<file path="config.mk">
export PLATFORM = sky130hd
export DESIGN_NAME = i2c_master_arbiter
export DESIGN_NICKNAME = d
export VERILOG_FILES = /design/src/rtl/i2c_arb_pkg.sv /design/src/rtl/i2c_arb_rr2.sv /design/src/rtl/i2c_master_arbiter.sv
export SDC_FILE = /design/constraint.sdc
export NUM_CORES = 1
export LEC_CHECK = 0
export CAP_MARGIN = 20
export CORE_UTILIZATION = 40
export CTS_BUF_LIST = sky130_fd_sc_hd__clkbuf_16
export CTS_CLUSTER_DIAMETER = 100
export CTS_CLUSTER_SIZE = 20
export DETAILED_ROUTE_END_ITERATION = 12
export PLACE_DENSITY = 0.69
export SLEW_MARGIN = 10
export SYNTH_ARGS = -nofsm -noshare
export SYNTH_HDL_FRONTEND = slang
export SYNTH_SLANG_ARGS = --single-unit
</file>
<file path="constraint.sdc">
create_clock -name clk -period 6.5 [get_ports clk]
set_clock_uncertainty 0.2 [all_clocks]
set_input_delay 0.65 -clock clk [delete_from_list [all_inputs] [get_ports clk]]
set_output_delay 0.65 -clock clk [all_outputs]
set_load 0.02 [all_outputs]
</file>
<file path="src/rtl/i2c_arb_pkg.sv">
// Shared encodings and widths for the two-client I2C master arbiter.
// Combinational constants only: no latency, no backpressure.
package i2c_arb_pkg;

   localparam int I2C_BYTE_W = 8;
   localparam int WD_W       = 24;
   localparam int GUARD_W    = 8;

   localparam logic [I2C_BYTE_W-1:0] NULL_8 = 8'h00;

   localparam logic [1:0] ST_IDLE  = 2'd0;
   localparam logic [1:0] ST_OWNED = 2'd1;
   localparam logic [1:0] ST_DRAIN = 2'd2;
   localparam logic [1:0] ST_GUARD = 2'd3;

   typedef enum logic [1:0] {
      IDLE  = ST_IDLE,
      OWNED = ST_OWNED,
      DRAIN = ST_DRAIN,
      GUARD = ST_GUARD
   } arbState_t;

endpackage

</file>
<file path="src/rtl/i2c_arb_rr2.sv">
// Two-way round-robin picker: on contention the client that did not own last wins.
// Purely combinational, zero latency; no backpressure of its own.
module i2c_arb_rr2 (
   input  logic req0,
   input  logic req1,
   input  logic last_owner,
   output logic valid,
   output logic winner
);

   always_comb begin
      valid  = req0 | req1;
      winner = req1;
      if (req0 && req1) begin
         winner = ~last_owner;
      end
   end

endmodule

</file>
<file path="src/rtl/i2c_master_arbiter.sv">
// Grants one shared I2C master to one of two clients per transaction, with a quiet gap and a watchdog.
// Grant 1 cycle after request; data routing is combinational; non-owners see idle status until granted.
module i2c_master_arbiter
   import i2c_arb_pkg::*;
#(
   parameter int unsigned     GUARD_CYCLES   = 4,
   parameter logic [WD_W-1:0] TIMEOUT_CYCLES = 24'd1_000_000
) (
   input  logic                  clk,
   input  logic                  reset,

   input  logic                  req0,
   input  logic                  req1,
   output logic                  gnt0,
   output logic                  gnt1,

   input  logic                  start0,
   input  logic                  send0,
   input  logic                  receive0,
   input  logic [I2C_BYTE_W-1:0] datasend0,
   output logic                  isReady0,
   output logic                  sended0,
   output logic                  received0,
   output logic [I2C_BYTE_W-1:0] datareceive0,

   input  logic                  start1,
   input  logic                  send1,
   input  logic                  receive1,
   input  logic [I2C_BYTE_W-1:0] datasend1,
   output logic                  isReady1,
   output logic                  sended1,
   output logic                  received1,
   output logic [I2C_BYTE_W-1:0] datareceive1,

   output logic                  m_start,
   output logic                  m_send,
   output logic                  m_receive,
   output logic [I2C_BYTE_W-1:0] m_datasend,
   input  logic                  m_isReady,
   input  logic                  m_sended,
   input  logic                  m_received,
   input  logic [I2C_BYTE_W-1:0] m_datareceive,

   output logic                  timeout,
   output logic [1:0]            state
);

   localparam logic [GUARD_W-1:0] GUARD_LOAD = GUARD_W'(GUARD_CYCLES - 1);
   localparam logic [WD_W-1:0]    WD_LAST    = TIMEOUT_CYCLES - WD_W'(1);
   localparam logic [WD_W-1:0]    WD_MAX     = '1;

   arbState_t          curState, nextState;
   logic               owner, ownerNext;
   logic               lastOwner, lastOwnerNext;
   logic [WD_W-1:0]    wdCnt, wdCntNext;
   logic [GUARD_W-1:0] guardCnt, guardCntNext;
   logic               timeoutNext;

   logic pickValid, pickWinner;
   logic ownerReq;

   i2c_arb_rr2 uPicker (
      .req0       (req0),
      .req1       (req1),
      .last_owner (lastOwner),
      .valid      (pickValid),
      .winner     (pickWinner)
   );

   assign ownerReq = owner ? req1 : req0;

   always_ff @(posedge clk or negedge reset) begin
      if (!reset) begin
         curState  <= IDLE;
         owner     <= 1'b0;
         lastOwner <= 1'b1;
         wdCnt     <= '0;
         guardCnt  <= '0;
         timeout   <= 1'b0;
      end else begin
         curState  <= nextState;
         owner     <= ownerNext;
         lastOwner <= lastOwnerNext;
         wdCnt     <= wdCntNext;
         guardCnt  <= guardCntNext;
         timeout   <= timeoutNext;
      end
   end

   always_comb begin
      nextState     = curState;
      ownerNext     = owner;
      lastOwnerNext = lastOwner;
      wdCntNext     = wdCnt;
      guardCntNext  = guardCnt;
      timeoutNext   = 1'b0;

      case (curState)
         IDLE: begin
            if (pickValid && m_isReady) begin
               ownerNext = pickWinner;
               wdCntNext = '0;
               nextState = OWNED;
            end
         end
         OWNED: begin
            if (wdCnt != WD_MAX) begin
               wdCntNext = wdCnt + WD_W'(1);
            end
            // A voluntary release in the same cycle beats the watchdog.
            if (!ownerReq) begin
               nextState = DRAIN;
            end else if ((TIMEOUT_CYCLES != '0) && (wdCnt == WD_LAST)) begin
               timeoutNext = 1'b1;
               nextState   = DRAIN;
            end
         end
         DRAIN: begin
            if (m_isReady) begin
               guardCntNext = GUARD_LOAD;
               nextState    = GUARD;
            end
         end
         GUARD: begin
            if (guardCnt == '0) begin
               lastOwnerNext = owner;
               nextState     = IDLE;
            end else begin
               guardCntNext = guardCnt - GUARD_W'(1);
            end
         end
         default: nextState = IDLE;
      endcase
   end

   logic owned, own0, own1;

   assign owned = (curState == OWNED);
   assign own0  = owned & ~owner;
   assign own1  = owned & owner;

   assign gnt0  = own0;
   assign gnt1  = own1;
   assign state = curState;

   // Outside OWNED everything toward the master is held at zero.
   always_comb begin
      m_start    = 1'b0;
      m_send     = 1'b0;
      m_receive  = 1'b0;
      m_datasend = NULL_8;
      if (own0) begin
         m_start    = start0;
         m_send     = send0;
         m_receive  = receive0;
         m_datasend = datasend0;
      end else if (own1) begin
         m_start    = start1;
         m_send     = send1;
         m_receive  = receive1;
         m_datasend = datasend1;
      end
   end

   assign isReady0     = own0 & m_isReady;
   assign sended0      = own0 & m_sended;
   assign received0    = own0 & m_received;
   assign datareceive0 = own0 ? m_datareceive : NULL_8;

   assign isReady1     = own1 & m_isReady;
   assign sended1      = own1 & m_sended;
   assign received1    = own1 & m_received;
   assign datareceive1 = own1 ? m_datareceive : NULL_8;

endmodule

</file>
# Word-level counts from Yosys, hierarchy flattened
# Cells that the tools add are included.
# totals
register_bits,37
inputBits,37
out_inout_bits,38
# op_classes
addsub,2
n_eq_ne,11
n_mux,27
n_bitwise,11
reduce_logical,11
# op_table
operator,count
24-bit two-way mux,2
8-bit two-way mux,6
24-bit one-hot mux with 2 select lines,1
24-bit by 1-bit adder with 24-bit output (second input constant),1
24-bit by 20-bit == test with 1-bit output (second input constant),1
24-bit inequality test (second input constant),1
8-bit one-hot mux with 2 select lines,1
1-bit two-way mux,11
2-bit two-way mux,5
1-bit AND,8
8-bit zero test,1
2-bit inequality test (second input constant),4
2-bit one-hot mux with 4 select lines,1
8-bit by 1-bit subtractor with 8-bit output (second input constant),1
3-bit AND reduction,2
2-bit == test (second input constant),2
2-bit AND reduction,2
4-bit AND reduction,1
2-bit nonzero test,2
3-bit by 2-bit inequality test with 1-bit output (second input constant),1
2-bit by 1-bit == test with 1-bit output (second input constant),1
1-bit logical AND,2
2-bit zero test,1
2-bit by 1-bit inequality test with 1-bit output (second input constant),1
2 further kinds,3

# Logic depth before layout (Yosys ltp)
# Gate-level depths: netlist of the first run.
# logic_depth
word_depth,4
depth_mapped,8
ltp_nobuf,7

# Modules after synthesis
# From an unflattened synthesis of the first run, not the netlist that was laid out.
# unflattened
cells_unflattened,304
hier_area_um2,2583.7
# by_module_without_submodules
mod,n_inst,cells_per_inst,area_per_inst_um2,seq_area_each_um2
i2c_master_arbiter,1,302,2570.0,927.1
i2c_arb_rr2,1,2,13.8,0.0

# Worst setup path before layout of the first run
# No wires, ideal clock.
# synth_timing
path_kind,register to output
start,register curState[1] (netlist: state[1])
end,output m_datasend[0]
t_arrival_ps,1658
required_ps,5650
path_slack_ps,3992
path_stages_with_launch,7
path_buffers,2
cell_sequence,dfrtp_1 > inv_1 > ha_1 > inv_1 > clkbuf_1 > buf_1 > nor2_1
# synth_via
elab_chain_len,4
elab_cells_between_ends,5
classes_between,1 x eq/ne; 2 x mux; 2 x bitwise
# synth_rtl
item,line,rtl
"start, declared",i2c_master_arbiter.sv:52,"arbState_t curState, nextState;"
"start signal, assigned",i2c_master_arbiter.sv:81,curState <= nextState;
2-bit by 1-bit == test with 1-bit output (*),i2c_master_arbiter.sv:138,assign owned = (curState == OWNED);
1-bit AND,i2c_master_arbiter.sv:140,assign own1 = owned & owner;
8-bit two-way mux,i2c_master_arbiter.sv:157,end else if (own1) begin
8-bit two-way mux (*),i2c_master_arbiter.sv:152,if (own0) begin
"end, declared",i2c_master_arbiter.sv:38,"output logic [I2C_BYTE_W-1:0] m_datasend,"
# Every way passes the cells marked *; elsewhere a longest branch is shown, timed or not.

# Worst setup path in the final report of the first run
# layout_timing
start,register curState[1] (netlist: state[1])
end,output datareceive0[6]
# layout_via
elab_chain_len,3
# layout_rtl
item,line,rtl
2-bit by 1-bit == test with 1-bit output,i2c_master_arbiter.sv:138,
1-bit AND,i2c_master_arbiter.sv:139,assign own0 = owned & ~owner;
8-bit two-way mux,i2c_master_arbiter.sv:168,assign datareceive0 = own0 ? m_datareceive : NULL_8;
"end, declared",i2c_master_arbiter.sv:24,"output logic [I2C_BYTE_W-1:0] datareceive0,"
# Every way passes these cells.

==> qor.log, run 1 <==
[run_status] result of the run completed
[logic_synthesis] list of most frequent post-synthesis cells 36 x sky130_fd_sc_hd__dfrtp_1, 34 x sky130_fd_sc_hd__nor2_1, 22 x sky130_fd_sc_hd__o21ai_0, 18 x sky130_fd_sc_hd__and2_1, 16 x sky130_fd_sc_hd__nand2_1
[cells_and_area] core utilization of the finished layout 55.3%
[power] relative contribution of combinational cells to total power 52.9%
[logic_synthesis] most used flip-flop cell after synthesis sky130_fd_sc_hd__dfrtp_1
[min_path] class of the tightest hold or removal check in -> async
[logic_synthesis] dominant combinational cell family by area after synthesis simple AND/OR/NAND/NOR gates
[logic_synthesis] dominant cell by count in the synthesized netlist sky130_fd_sc_hd__dfrtp_1
[sta] slew margin rel. 33.0%
[logic_synthesis] synth unique cells 53
[routing] via count normalized by instance count 5.64
[logic_synthesis] cell types occupying the most area after synthesis sky130_fd_sc_hd__dfrtp_1 34%, sky130_fd_sc_hd__mux2i_1 5.0%, sky130_fd_sc_hd__nor2_1 4.9%
[routing] number of nets still failing antenna checks after routing 0
[critical_path] highest-delay cell along the critical path sky130_fd_sc_hd__ha_1
[place] routability cong. 0.802
[power] power dissipated by switching net loads 519 uW
[power] register share of total power 28.7%
[logic_synthesis] post-synthesis cell type with the largest combined area sky130_fd_sc_hd__dfrtp_1
[logic_synthesis] Post-Synthesis Net Count 345
[sta] final critical-path required period 4580 ps
[cells_and_area] final net count 408
[critical_path] cells along the critical path inv_1 > ha_1 > inv_1 > nor2_1 > and2_1 > clkdlybuf4s50_1
[place] Placed Area 3360 um2
[critical_path] longest individual stage delay on the worst path 790 ps
[clock_network] latest clock arrival within the worst-skew pair 280 ps
[die] Core Region 6310 um2
[clock_network] clock buffer depth 2
[grt] largest net degree at the start of global routing 38
[sta] final count of negative-setup-slack endpoints 0
[power] switching portion of total power 42.1%
[clock_network] hold_buf cts 0
[power] clock network power share 18.5%
[logic_synthesis] number of enable-type register cells in the synthesized netlist 0
[critical_path] critical path fanouts, max 29
[critical_path] Top Family by Delay on Critical Path buffers and inverters
[cells_and_area] fraction of layout cells with a size suffix above 1 6.03%
[logic_synthesis] share of the yosys chip area belonging to registers 35.5%
[logic_synthesis] post-synthesis share of cell area spent on and, or, nand and nor gates 30.1%
[clock_network] post-cts sizing count 0
[clock_network] CTS H-Tree Depth 2
[die] effective utilization at floorplan 41.4%
[die] vertical die dimension 82.8 um
[sta] Total Negative Setup Slacks 0 ps
[place] Place WS 2260 ps
[place] total of buffers placed on input and output ports 74
[critical_path] Req. time, crit path 5650 ps
[clock_network] post-CTS setup buffers 0
[critical_path] buffering stage count on the worst path with inverters included 3
[cells_and_area] number of antenna diodes 0
[die] number of top-level design ports 75
[clock_network] CTS Buf Count 5
[grt] Total GRT Usage 20.3%
[logic_synthesis] ys async rst share 100%
[logic_synthesis] xor-xnor portion of the synthesized cell area 1.68%
[logic_synthesis] Post-Synth Adder-Cell Area 3.35%
[routing] number of iterations in the first detailed-routing pass 4
[sta] Max Transition Viols Final 0
[logic_synthesis] area share of the largest cell type after synthesis 34.5%
[logic_synthesis] FF+latch count, synth 37
[critical_path] CP Class reg -> out
[routing] via count 2491
[die] Cell Rows 29
[routing] detailed-route DRC error count 0
[sta] Least-Margin Pin Slew 1000 ps
[job] max capacitance violation total 0
[logic_synthesis] share of the synthesized area in compound gates (AO/OA/AOI/OAI) 18.4%
[critical_path] type of origin of the critical path flop
[grt] total congestion overflow 0
[logic_synthesis] Synth Area per Inst 8.68 um2
[critical_path] Most Frequent Cell on Critical Path sky130_fd_sc_hd__inv_1
[cells_and_area] summed area of non-filler cells in the final layout 3490 um2
[logic_synthesis] Synth Instances 301
[power] internal power of the cells 713 uW
[logic_synthesis] summed instance area of the synthesized netlist 2610 um2
[critical_path] worst path arrival time 3730 ps
[die] DIE AREA 6860 um2
[critical_path] setup slack, reg-to-reg 2600 ps
[clock_network] TritonCTS clock tree yes
[critical_path] Worst setup EP type primary output
[place] HPWL after detailed placement 4690 um
[routing] number of DRC violations after detailed-routing iteration 0 184
[power] worst ir drop on vdd 0.275 mV
[power] leakage power summed over all cells 0.00145 uW
[logic_synthesis] share of synthesized area spent on multiplexers 6.42%
[sta] Max Clock Freq 218 MHz
[power] ratio of total power to cell area 353 nW/um2
[clock_network] total clock sinks 37
[sta] Worst Slack Setup Final 1920 ps
[clock_network] CTS Root Buffer Type sky130_fd_sc_hd__clkbuf_16
[grt] wire length of the first global-routing pass 11400 um
[routing] Detailed Route WL 6590 um
[sta] number of hold violations in the final report 0
[die] die width 82.8 um
[routing] Routed WL per cell 14.9 um
[sta] setup repair after global routing missed its margin no
[grt] vias in the first global route 2304
[sta] final period utilization 70.5%
[logic_synthesis] total of warnings raised by yosys 0
[power] power consumption 1230 uW
[grt] number of antenna violations at the first check in global routing 0
[clock_network] clock-pin transition on the worst setup and hold timing paths 60 ps
[cells_and_area] layout overhead on the synthesized area 33.7%
## cell type report
class                           instances  area, um2
Fill cell                             564       2820
Clock buffer                            5        125
Multi-Input combinational cell        238       1570
Tap cell                               77       96.3
Sequential cell                        37        927
Clock inverter                          3       11.3
Inverter                                8       30.0
Timing Repair Buffer                   74        736
## layer usage
layer | track usage (%) | vias to the layer above | wire length [um]
li1 | - | 1237 | -
met1 | 28.5 | 1167 | 3120
met2 | 30.7 | 78 | 3020
met3 | 3.88 | 9 | 316
met4 | 7.99 | 0 | 126
met5 | 0 | - | 0
## logic make-up (layout without fill, tap and decap cells)
kind of cell | count (synthesis) | count (layout)
simple gates | 137 | 137
xor+xnor | 5 | 5
compound gates | 73 | 73
mux | 16 | 16
buf+inv | 26 | 90
fa+ha+maj | 7 | 7
flops | 37 | 37
## worst paths after layout
kind / start / endpoint / cells after the start
min in group clk: wdCnt[18] / wdCnt[18] / 1
max in group asynchronous: reset / wdCnt[8] / 1
hold / removal: reset / guardCnt[0] / 1
setup / recovery: state[1] / datareceive0[6] / 6
hold reg to reg: wdCnt[18] / wdCnt[18] / 1
setup reg to reg: state[1] / wdCnt[22] / 7
## placed cells by master, fill, tap and decap left out, types with 4 or more instances in the layout
cell type and n:
sky130_fd_sc_hd__nand4_1 6, sky130_fd_sc_hd__nor3_1 4, sky130_fd_sc_hd__clkdlybuf4s50_1 73, sky130_fd_sc_hd__o21ai_1 5, sky130_fd_sc_hd__o21ai_0 22, sky130_fd_sc_hd__nand2_1 16, sky130_fd_sc_hd__nand3_1 13, sky130_fd_sc_hd__xor2_1 5
sky130_fd_sc_hd__ha_1 7, sky130_fd_sc_hd__nor2_1 34, sky130_fd_sc_hd__and2_1 18, sky130_fd_sc_hd__a31oi_1 4, sky130_fd_sc_hd__o31a_1 4, sky130_fd_sc_hd__or3_1 4, sky130_fd_sc_hd__mux2i_1 13, sky130_fd_sc_hd__nor4_1 4
sky130_fd_sc_hd__o31ai_1 10, sky130_fd_sc_hd__and3_1 14, sky130_fd_sc_hd__o41ai_1 4, sky130_fd_sc_hd__a21oi_1 9, sky130_fd_sc_hd__dfrtp_1 36, sky130_fd_sc_hd__clkbuf_16 5, sky130_fd_sc_hd__inv_1 11
## metrics by stage
stage                     instances  hold WS, ps
after floorplan                 301          154
after global placement          434          319
after detailed placement        434          316
after CTS                       442          303
after global routing            442          337
final                           442          260
## state kept, by name, indices dropped and copies added (netlist names)
| name | count |
|---|---|
| guardCnt | 8 |
| lastOwner | 1 |
| owner | 1 |
| state | 2 |
| timeout | 1 |
| wdCnt | 24 |
## worst register-to-register path, delay by kind of cell, from the launching register on
family | cells | cell delay (ps)
AO/OA/AOI/OAI | 2 | 580
adder cells (fa/ha/maj) | 1 | 790
buffers and inverters | 2 | 770
flip-flops | 1 | 420
multiplexers | 1 | 470
AND/OR/NAND/NOR | 1 | 580
## power by group through the flow
| stage | clock network (uW) | logic, uW | registers [uW] |
|---|---|---|---|
| after detailed placement | 0 | 652 | 356 |
| after global routing | 244 | 718 | 364 |
| after global placement | 0 | 641 | 352 |
| after floorplan | 0 | 463 | 325 |
| after CTS | 233 | 655 | 352 |
| final | 227 | 651 | 353 |
No activity file was read; power rests on OpenSTA's default activity.
==> run 2, diff against run 1 <==
--- a/config.mk
+++ b/config.mk
@@ -11,7 +11,7 @@
 export CTS_CLUSTER_DIAMETER = 100
 export CTS_CLUSTER_SIZE = 20
 export DETAILED_ROUTE_END_ITERATION = 12
-export PLACE_DENSITY = 0.69
+export PLACE_DENSITY = 0.72
 export SLEW_MARGIN = 10
 export SYNTH_ARGS = -nofsm -noshare
 export SYNTH_HDL_FRONTEND = slang
==> constraint.sdc (replaced) <==
create_clock -name clk -period 3.8 [get_ports clk]
set_clock_uncertainty 0.2 [all_clocks]
set_input_delay 0.38 -clock clk [delete_from_list [all_inputs] [get_ports clk]]
set_output_delay 0.38 -clock clk [all_outputs]
set_load 0.02 [all_outputs]
==> run 2 against run 1 <==
The flow now finishes with violations (negative hold slack); clock power is 100% higher; critical path depth stayed put; first-iteration DRC count is 50% lower; sequential cell count stayed put; non-clock buffer count is 3 higher; final area is 1.5% higher; worst hold slack worse by 270 ps; sequential share of layout area is 0.39 points lower; register-to-register slack worse by 1700 ps; global-route usage is 0.13 points lower; die area stayed put; critical path type unchanged; critical endpoint is now received0; largest power group unchanged.
==> qor.log, run 2 (synthesis gave the netlist of run 1 again) <==
[grt] vias in the first global route 2395 [was 2304]
[sta] setup repair after global routing missed its margin no [unchanged]
[clock_network] post-cts sizing count 0 [unchanged]
[die] DIE AREA 6860 um2 [unchanged]
[critical_path] cells along the critical path inv_1 > ha_1 > inv_1 > nor2_1 > and2_1 > clkdlybuf4s50_1 [unchanged]
[sta] final count of negative-setup-slack endpoints 0 [unchanged]
[place] number of placed instances, taps included 437 [was 434]
[power] power consumption 2210 uW [was 1230 uW]
[place] HPWL after detailed placement 4720 um [was 4690 um]
[cells_and_area] most common library cell in the layout ignoring fill and taps sky130_fd_sc_hd__clkdlybuf4s50_1 [unchanged]
[critical_path] longest individual stage delay on the worst path 620 ps [was 790 ps]
[clock_network] hold_buf cts 0 [unchanged]
[clock_network] post-CTS setup buffers 0 [unchanged]
[run_status] failing checks negative hold slack
[routing] via count 2514 [was 2491]
[cells_and_area] flip-flop count of the largest register, all copies and words added 24 [unchanged]
[sta] Worst Slack Setup Final 762 ps [was 1920 ps]
[critical_path] highest-delay cell along the critical path sky130_fd_sc_hd__clkdlybuf4s50_1 [was sky130_fd_sc_hd__ha_1]
[critical_path] Req. time, crit path 3220 ps [was 5650 ps]
[cells_and_area] flip-flop and latch area 927 um2 [unchanged]
[place] routability cong. 0.774 [was 0.802]
[clock_network] CTS H-Tree Depth 2 [unchanged]
[clock_network] CTS Root Buffer Type sky130_fd_sc_hd__clkbuf_16 [unchanged]
[die] Cell Rows 29 [unchanged]
[cells_and_area] non-filler instance count after layout 445 [was 442]
[job] max capacitance violation total 0 [unchanged]
[power] worst ir drop on vdd 0.398 mV [was 0.275 mV]
[sta] Max Transition Viols Final 0 [unchanged]
[die] die width 82.8 um [unchanged]
[cells_and_area] fillers 585 [was 564]
[sta] final critical-path required period 3040 ps
[sta] slew margin rel. 45.5% [was 33.0%]
[routing] Routed WL per cell 15.0 um [was 14.9 um]
[clock_network] CTS Buf Count 5 [unchanged]
[clock_network] latest clock arrival within the worst-skew pair 280 ps [about the same]
[critical_path] critical path fanouts, max 12 [was 29]
[place] total of buffers placed on input and output ports 74 [unchanged]
[critical_path] Worst setup EP type primary output [unchanged]
[sta] Max Clock Freq 329 MHz
[place] Place WS 888 ps [was 2260 ps]
[die] number of top-level design ports 75 [unchanged]
[routing] number of nets still failing antenna checks after routing 0 [unchanged]
[clock_network] clock-pin transition on the worst setup and hold timing paths 60 ps [about the same]
[cells_and_area] most frequent cells in the layout 73 x sky130_fd_sc_hd__clkdlybuf4s50_1, 36 x sky130_fd_sc_hd__dfrtp_1, 34 x sky130_fd_sc_hd__nor2_1, 22 x sky130_fd_sc_hd__o21ai_0, 18 x sky130_fd_sc_hd__and2_1 [unchanged]
[die] effective utilization at floorplan 41.4% [unchanged]
[routing] detailed-route DRC error count 0 [unchanged]
[cells_and_area] area of combinational cells with multiple inputs 1570 um2 [unchanged]
[sta] final period utilization 80.0%
[power] ratio of total power to cell area 622 nW/um2 [was 353 nW/um2]
[routing] via count normalized by instance count 5.65 [was 5.64]
[cells_and_area] final net count 411 [was 408]
[clock_network] TritonCTS clock tree yes [unchanged]
[sta] worst hold margin -9.17 ps [was 260 ps]
[grt] Total GRT Usage 20.1% [was 20.3%]
[clock_network] clock buffer depth 2 [unchanged]
[grt] largest net degree at the start of global routing 38 [unchanged]
[clock_network] total clock sinks 37 [unchanged]
[cells_and_area] number of antenna diodes 0 [unchanged]
[critical_path] CP Class reg -> out [unchanged]
[min_path] class of the tightest hold or removal check in -> async [unchanged]
[power] leakage power summed over all cells 0.00147 uW [was 0.00145 uW]
[cells_and_area] fraction of layout cells with a size suffix above 1 7.34% [was 6.03%]
[routing] number of iterations in the first detailed-routing pass 4 [unchanged]
[critical_path] worst path arrival time 2460 ps [was 3730 ps]
[grt] wire length of the first global-routing pass 11400 um [about the same]
[sta] number of hold violations in the final report 10 [was 0]
[die] Core Region 6310 um2 [unchanged]
[routing] number of DRC violations after detailed-routing iteration 0 92 [was 184]
[sta] Least-Margin Pin Slew 817 ps [was 1000 ps]
[critical_path] Most Frequent Cell on Critical Path sky130_fd_sc_hd__inv_1 [unchanged]
[critical_path] type of origin of the critical path flop [unchanged]
[run_status] result of the run finished, violations left [was completed]
[grt] total congestion overflow 0 [unchanged]
[sta] Total Negative Setup Slacks 0 ps [unchanged]
[cells_and_area] register ranked first by flip-flop count wdCnt [unchanged]
[die] vertical die dimension 82.8 um [unchanged]
[cells_and_area] layout overhead on the synthesized area 35.7% [was 33.7%]
[routing] Detailed Route WL 6660 um [was 6590 um]
[grt] number of antenna violations at the first check in global routing 0 [unchanged]
run 2: cell types whose count changed in the layout (fill, tap and decap cells not counted), sizes merged:
cell	before	now
clkinv	0	1
inv	11	8
buf	1	4
bufinv	0	1
clkinvlp	0	1
run 2: where the power goes:
part           switching, uW  leakage [uW]  internal, uW  total, uW
clock                    159     0.0000775           307        465
sequential              89.7      0.000495           474        563
combinational            655      0.000895           522       1180
run 2: worst max-delay path, delay by kind of cell, from the launching register on:
family                     cells  cell delay [ps]
and+or+nand+nor                2              730
DFF                            1              430
buffers and inverters          3              840
adders and majority gates      1              160
run 2: worst paths after layout:
kind,endpoint,slack [ps],from,cells past startpoint
setup / recovery,received0,760,state[1],6
hold / removal,guardCnt[3],-9,reset,1
setup reg to reg,wdCnt[13],950,wdCnt[0],6
hold reg to reg,wdCnt[19],330,wdCnt[19],1
max in group asynchronous,wdCnt[9],2890,reset,1
min in group clk,wdCnt[19],330,wdCnt[19],1
run 2: layer usage:
| metal | wire length, um | vias up | share of wire, % | track usage [%] |
|---|---|---|---|---|
| met5 | 0 | - | 0 | 0 |
| met4 | 50 | 0 | 0.75 | 6.74 |
| met3 | 265 | 4 | 4.0 | 4.08 |
| met2 | 3210 | 61 | 48 | 32.7 |
| met1 | 3130 | 1195 | 47 | 26.8 |
| li1 | - | 1254 | - | - |
run 2: cell type report:
type                    instances  area share (%)
multi-input cells             238            44.2
clock inverters                 3            1.16
flip-flops and latches         37            26.2
clock buffers                   5            3.53
well taps                      77            2.72
inverters                       8           0.847
repair buffers                 77            21.4
run 2: metrics by stage:
stage          hold slack [ps]  utilization [%]  instance area (um2)
2_1_floorplan             -116                -                 2610
3_3_place_gp               308             53.5                 3380
3_5_place_dp               319             53.5                 3380
4_1_cts                   35.8             56.1                 3540
5_1_grt                   75.4             56.1                 3540
6_report                 -9.17             56.1                 3540
==> run 3, diff against run 2 <==
--- a/config.mk
+++ b/config.mk
@@ -11,7 +11,7 @@
 export CTS_CLUSTER_DIAMETER = 100
 export CTS_CLUSTER_SIZE = 20
 export DETAILED_ROUTE_END_ITERATION = 12
-export PLACE_DENSITY = 0.72
+export PLACE_DENSITY = 0.69
 export SLEW_MARGIN = 10
 export SYNTH_ARGS = -nofsm -noshare
 export SYNTH_HDL_FRONTEND = slang
==> constraint.sdc (replaced) <==
create_clock -name clk -period 2.8 [get_ports clk]
set_clock_uncertainty 0.2 [all_clocks]
set_input_delay 0.28 -clock clk [delete_from_list [all_inputs] [get_ports clk]]
set_output_delay 0.28 -clock clk [all_outputs]
set_load 0.02 [all_outputs]
==> run 3 against run 2 <==
The flow now finishes without violations; sequential cell count unchanged; register-to-register slack got worse by 670 ps; combinational power increased by 40%; largest cell class unchanged; highest routed layer unchanged.
==> qor.log, run 3 (synthesis gave the netlist of run 1 again) <==
[critical_path] CP Class reg -> out [unchanged]
[place] number of placed instances, taps included 445 [was 437]
[min_path] hold path cells 1
[cells_and_area] layout overhead on the synthesized area 39.1% [was 35.7%]
[die] die width 82.8 um [unchanged]
[power] switching portion of total power 40.5% [was 41.0%]
[critical_path] Worst setup EP type primary output [unchanged]
[power] register share of total power 25.5% [about the same]
[place] Place WS 315 ps [was 888 ps]
[cells_and_area] most frequent cells in the layout 70 x sky130_fd_sc_hd__clkdlybuf4s50_1, 36 x sky130_fd_sc_hd__dfrtp_1, 34 x sky130_fd_sc_hd__nor2_1, 22 x sky130_fd_sc_hd__o21ai_0, 18 x sky130_fd_sc_hd__and2_1 [was 73 x sky130_fd_sc_hd__clkdlybuf4s50_1, 36 x sky130_fd_sc_hd__dfrtp_1, 34 x sky130_fd_sc_hd__nor2_1, 22 x sky130_fd_sc_hd__o21ai_0, 18 x sky130_fd_sc_hd__and2_1]
[power] ratio of total power to cell area 847 nW/um2 [was 622 nW/um2]
[routing] number of DRC violations after detailed-routing iteration 0 112 [was 92]
[sta] final period utilization 93.9%
[clock_network] TritonCTS clock tree yes [unchanged]
[critical_path] buffering stage count on the worst path with inverters included 4 [was 3]
[die] DIE AREA 6860 um2 [unchanged]
[cells_and_area] non-filler instance count after layout 454 [was 445]
[cells_and_area] most common library cell in the layout ignoring fill and taps sky130_fd_sc_hd__clkdlybuf4s50_1 [unchanged]
[sta] Max Transition Viols Final 0 [unchanged]
[power] relative contribution of combinational cells to total power 53.7% [was 53.4%]
[place] total of buffers placed on input and output ports 74 [unchanged]
[cells_and_area] fraction of layout cells with a size suffix above 1 9.28% [was 7.34%]
[critical_path] longest individual stage delay on the worst path 600 ps [was 620 ps]
[cells_and_area] summed area of non-filler cells in the final layout 3630 um2 [was 3540 um2]
[min_path] Worst Hold End wdCnt[21]
[critical_path] length in cells of the worst reg-to-reg path 6 [unchanged]
[die] number of top-level design ports 75 [unchanged]
[sta] slew margin rel. 43.3% [was 45.5%]
[sta] Total Negative Setup Slacks 0 ps [unchanged]
[place] HPWL after detailed placement 4980 um [was 4720 um]
[clock_network] CTS H-Tree Depth 2 [unchanged]
[cells_and_area] flip-flop count of the largest register, all copies and words added 24 [unchanged]
[cells_and_area] final net count 420 [was 411]
[critical_path] worst flop-to-flop path endpoint state[1] [was wdCnt[13]]
[cells_and_area] number of antenna diodes 0 [unchanged]
[routing] Routed WL per cell 15.1 um [was 15.0 um]
[sta] setup repair after global routing missed its margin no [unchanged]
[power] power dissipated by switching net loads 1250 uW [was 903 uW]
[grt] Total GRT Usage 20.7% [was 20.1%]
[routing] number of nets still failing antenna checks after routing 0 [unchanged]
[clock_network] latest clock arrival within the worst-skew pair 280 ps [about the same]
[job] max capacitance violation total 0 [unchanged]
[critical_path] Top Family by Delay on Critical Path buffers and inverters [unchanged]
[critical_path] highest-delay cell along the critical path sky130_fd_sc_hd__clkdlybuf4s50_1 [unchanged]
[critical_path] beginning of the worst register-to-register path wdCnt[0] [unchanged]
[critical_path] Most Frequent Cell on Critical Path sky130_fd_sc_hd__inv_1 [unchanged]
[min_path] launch instance of the worst min-delay path wdCnt[21]
[routing] Detailed Route WL 6840 um [was 6660 um]
[critical_path] worst path arrival time 2150 ps [was 2460 ps]
[run_status] result of the run completed [was finished, violations left]
[critical_path] Req. time, crit path 2320 ps [was 3220 ps]
[grt] vias in the first global route 2323 [was 2395]
[power] internal power of the cells 1830 uW [was 1300 uW]
[critical_path] critical path fanouts, max 12 [unchanged]
[routing] via count normalized by instance count 5.55 [was 5.65]
[critical_path] type of origin of the critical path flop [unchanged]
[sta] number of hold violations in the final report 0 [was 10]
[clock_network] CTS Root Buffer Type sky130_fd_sc_hd__clkbuf_16 [unchanged]
[die] vertical die dimension 82.8 um [unchanged]
[power] worst ir drop on vdd 0.674 mV [was 0.398 mV]
[grt] total congestion overflow 0 [unchanged]
[critical_path] setup slack, reg-to-reg 280 ps [was 950 ps]
[routing] number of iterations in the first detailed-routing pass 4 [unchanged]
[sta] Max Clock Freq 380 MHz
[cells_and_area] register ranked first by flip-flop count wdCnt [unchanged]
[power] leakage power summed over all cells 0.00157 uW [was 0.00147 uW]
[grt] number of antenna violations at the first check in global routing 0 [unchanged]
[sta] worst hold margin 323 ps [was -9.17 ps]
[clock_network] CTS Buf Count 5 [unchanged]
[place] routability cong. 0.790 [was 0.774]
[min_path] class of the tightest hold or removal check reg -> reg [was in -> async]
[place] Placed Area 3450 um2 [was 3380 um2]
[grt] largest net degree at the start of global routing 38 [unchanged]
[sta] final critical-path required period 2630 ps
[clock_network] clock buffer depth 2 [unchanged]
[die] Core Region 6310 um2 [unchanged]
[sta] final count of negative-setup-slack endpoints 0 [unchanged]
[die] effective utilization at floorplan 41.4% [unchanged]
[power] clock network power share 20.7% [was 21.1%]
[die] Cell Rows 29 [unchanged]
[sta] Worst Slack Setup Final 170 ps [was 762 ps]
[critical_path] cells along the critical path inv_1 > ha_1 > inv_1 > nor2_1 > buf_4 > and2_1 > clkdlybuf4s50_1 [was inv_1 > ha_1 > inv_1 > nor2_1 > and2_1 > clkdlybuf4s50_1]
[clock_network] total clock sinks 37 [unchanged]
[clock_network] clock-pin transition on the worst setup and hold timing paths 60 ps [about the same]
[cells_and_area] fillers 574 [was 585]
[routing] via count 2519 [was 2514]
[routing] detailed-route DRC error count 0 [unchanged]
[sta] Least-Margin Pin Slew 851 ps [was 817 ps]
[grt] wire length of the first global-routing pass 11700 um [was 11400 um]
-- run 3: worst register-to-register path: cells and delay by family (launching register included) --
family                     cells  cell delay [ps]
AOI/OAI and AO/OA              1              430
adders and majority gates      1              230
DFF                            1              410
muxes                          1              300
and+or+nand+nor                3              830
-- run 3: final cells by class --
class	count	area, um2	area share (%)
Clock inverter	3	41.3	1.14
Multi-Input combinational cell	238	1570	43.1
Timing Repair Buffer	86	848	23.3
Sequential cell	37	927	25.5
Inverter	8	30.0	0.826
Clock buffer	5	125	3.44
Tap cell	77	96.3	2.65
-- run 3: how the worst max path moves through the flow --
stage                         from         endpoint  slack (ps)  cells after the start
final                     state[1]  datareceive0[0]         170                      7
after CTS                 state[1]  datareceive0[7]         140                      7
after floorplan           wdCnt[0]         state[1]         490                      6
after detailed placement  wdCnt[0]         state[1]         310                      6
after global routing      state[1]  datareceive0[5]           4                      7
after global placement    wdCnt[0]         state[1]         380                      6
-- run 3: per-stage QoR --
step / total power [uW] / util (%)
final: 3080 / 57.6
after CTS: 3100 / 57.5
after detailed placement: 2450 / 54.7
after global routing: 3290 / 57.6
after floorplan: 1830 / -
after global placement: 2420 / 54.7
-- run 3: metal layers --
metal | wire length, um | vias to the layer above | global-route usage [%]
met5 | 0 | - | 0
met4 | 51 | 0 | 4.70
met3 | 281 | 4 | 3.38
met2 | 3390 | 59 | 35.0
met1 | 3120 | 1199 | 27.8
li1 | - | 1257 | -
-- run 3: what timing repair did --
action                                  4_1_cts  5_1_grt
hold buffers                                  1        0
endpoints found under the setup margin        0        3
setup buffers                                 0        0
endpoints found under the hold margin        36        0
gates resized for setup                       0        3
-- run 3: power by group through the flow --
stage / registers, uW / clock network (uW) / logic (uW)
final: 785 / 639 / 1650
after detailed placement: 793 / 0 / 1660
after global routing: 808 / 675 / 1810
after floorplan: 754 / 0 / 1070
after CTS: 785 / 645 / 1670
after global placement: 788 / 0 / 1630
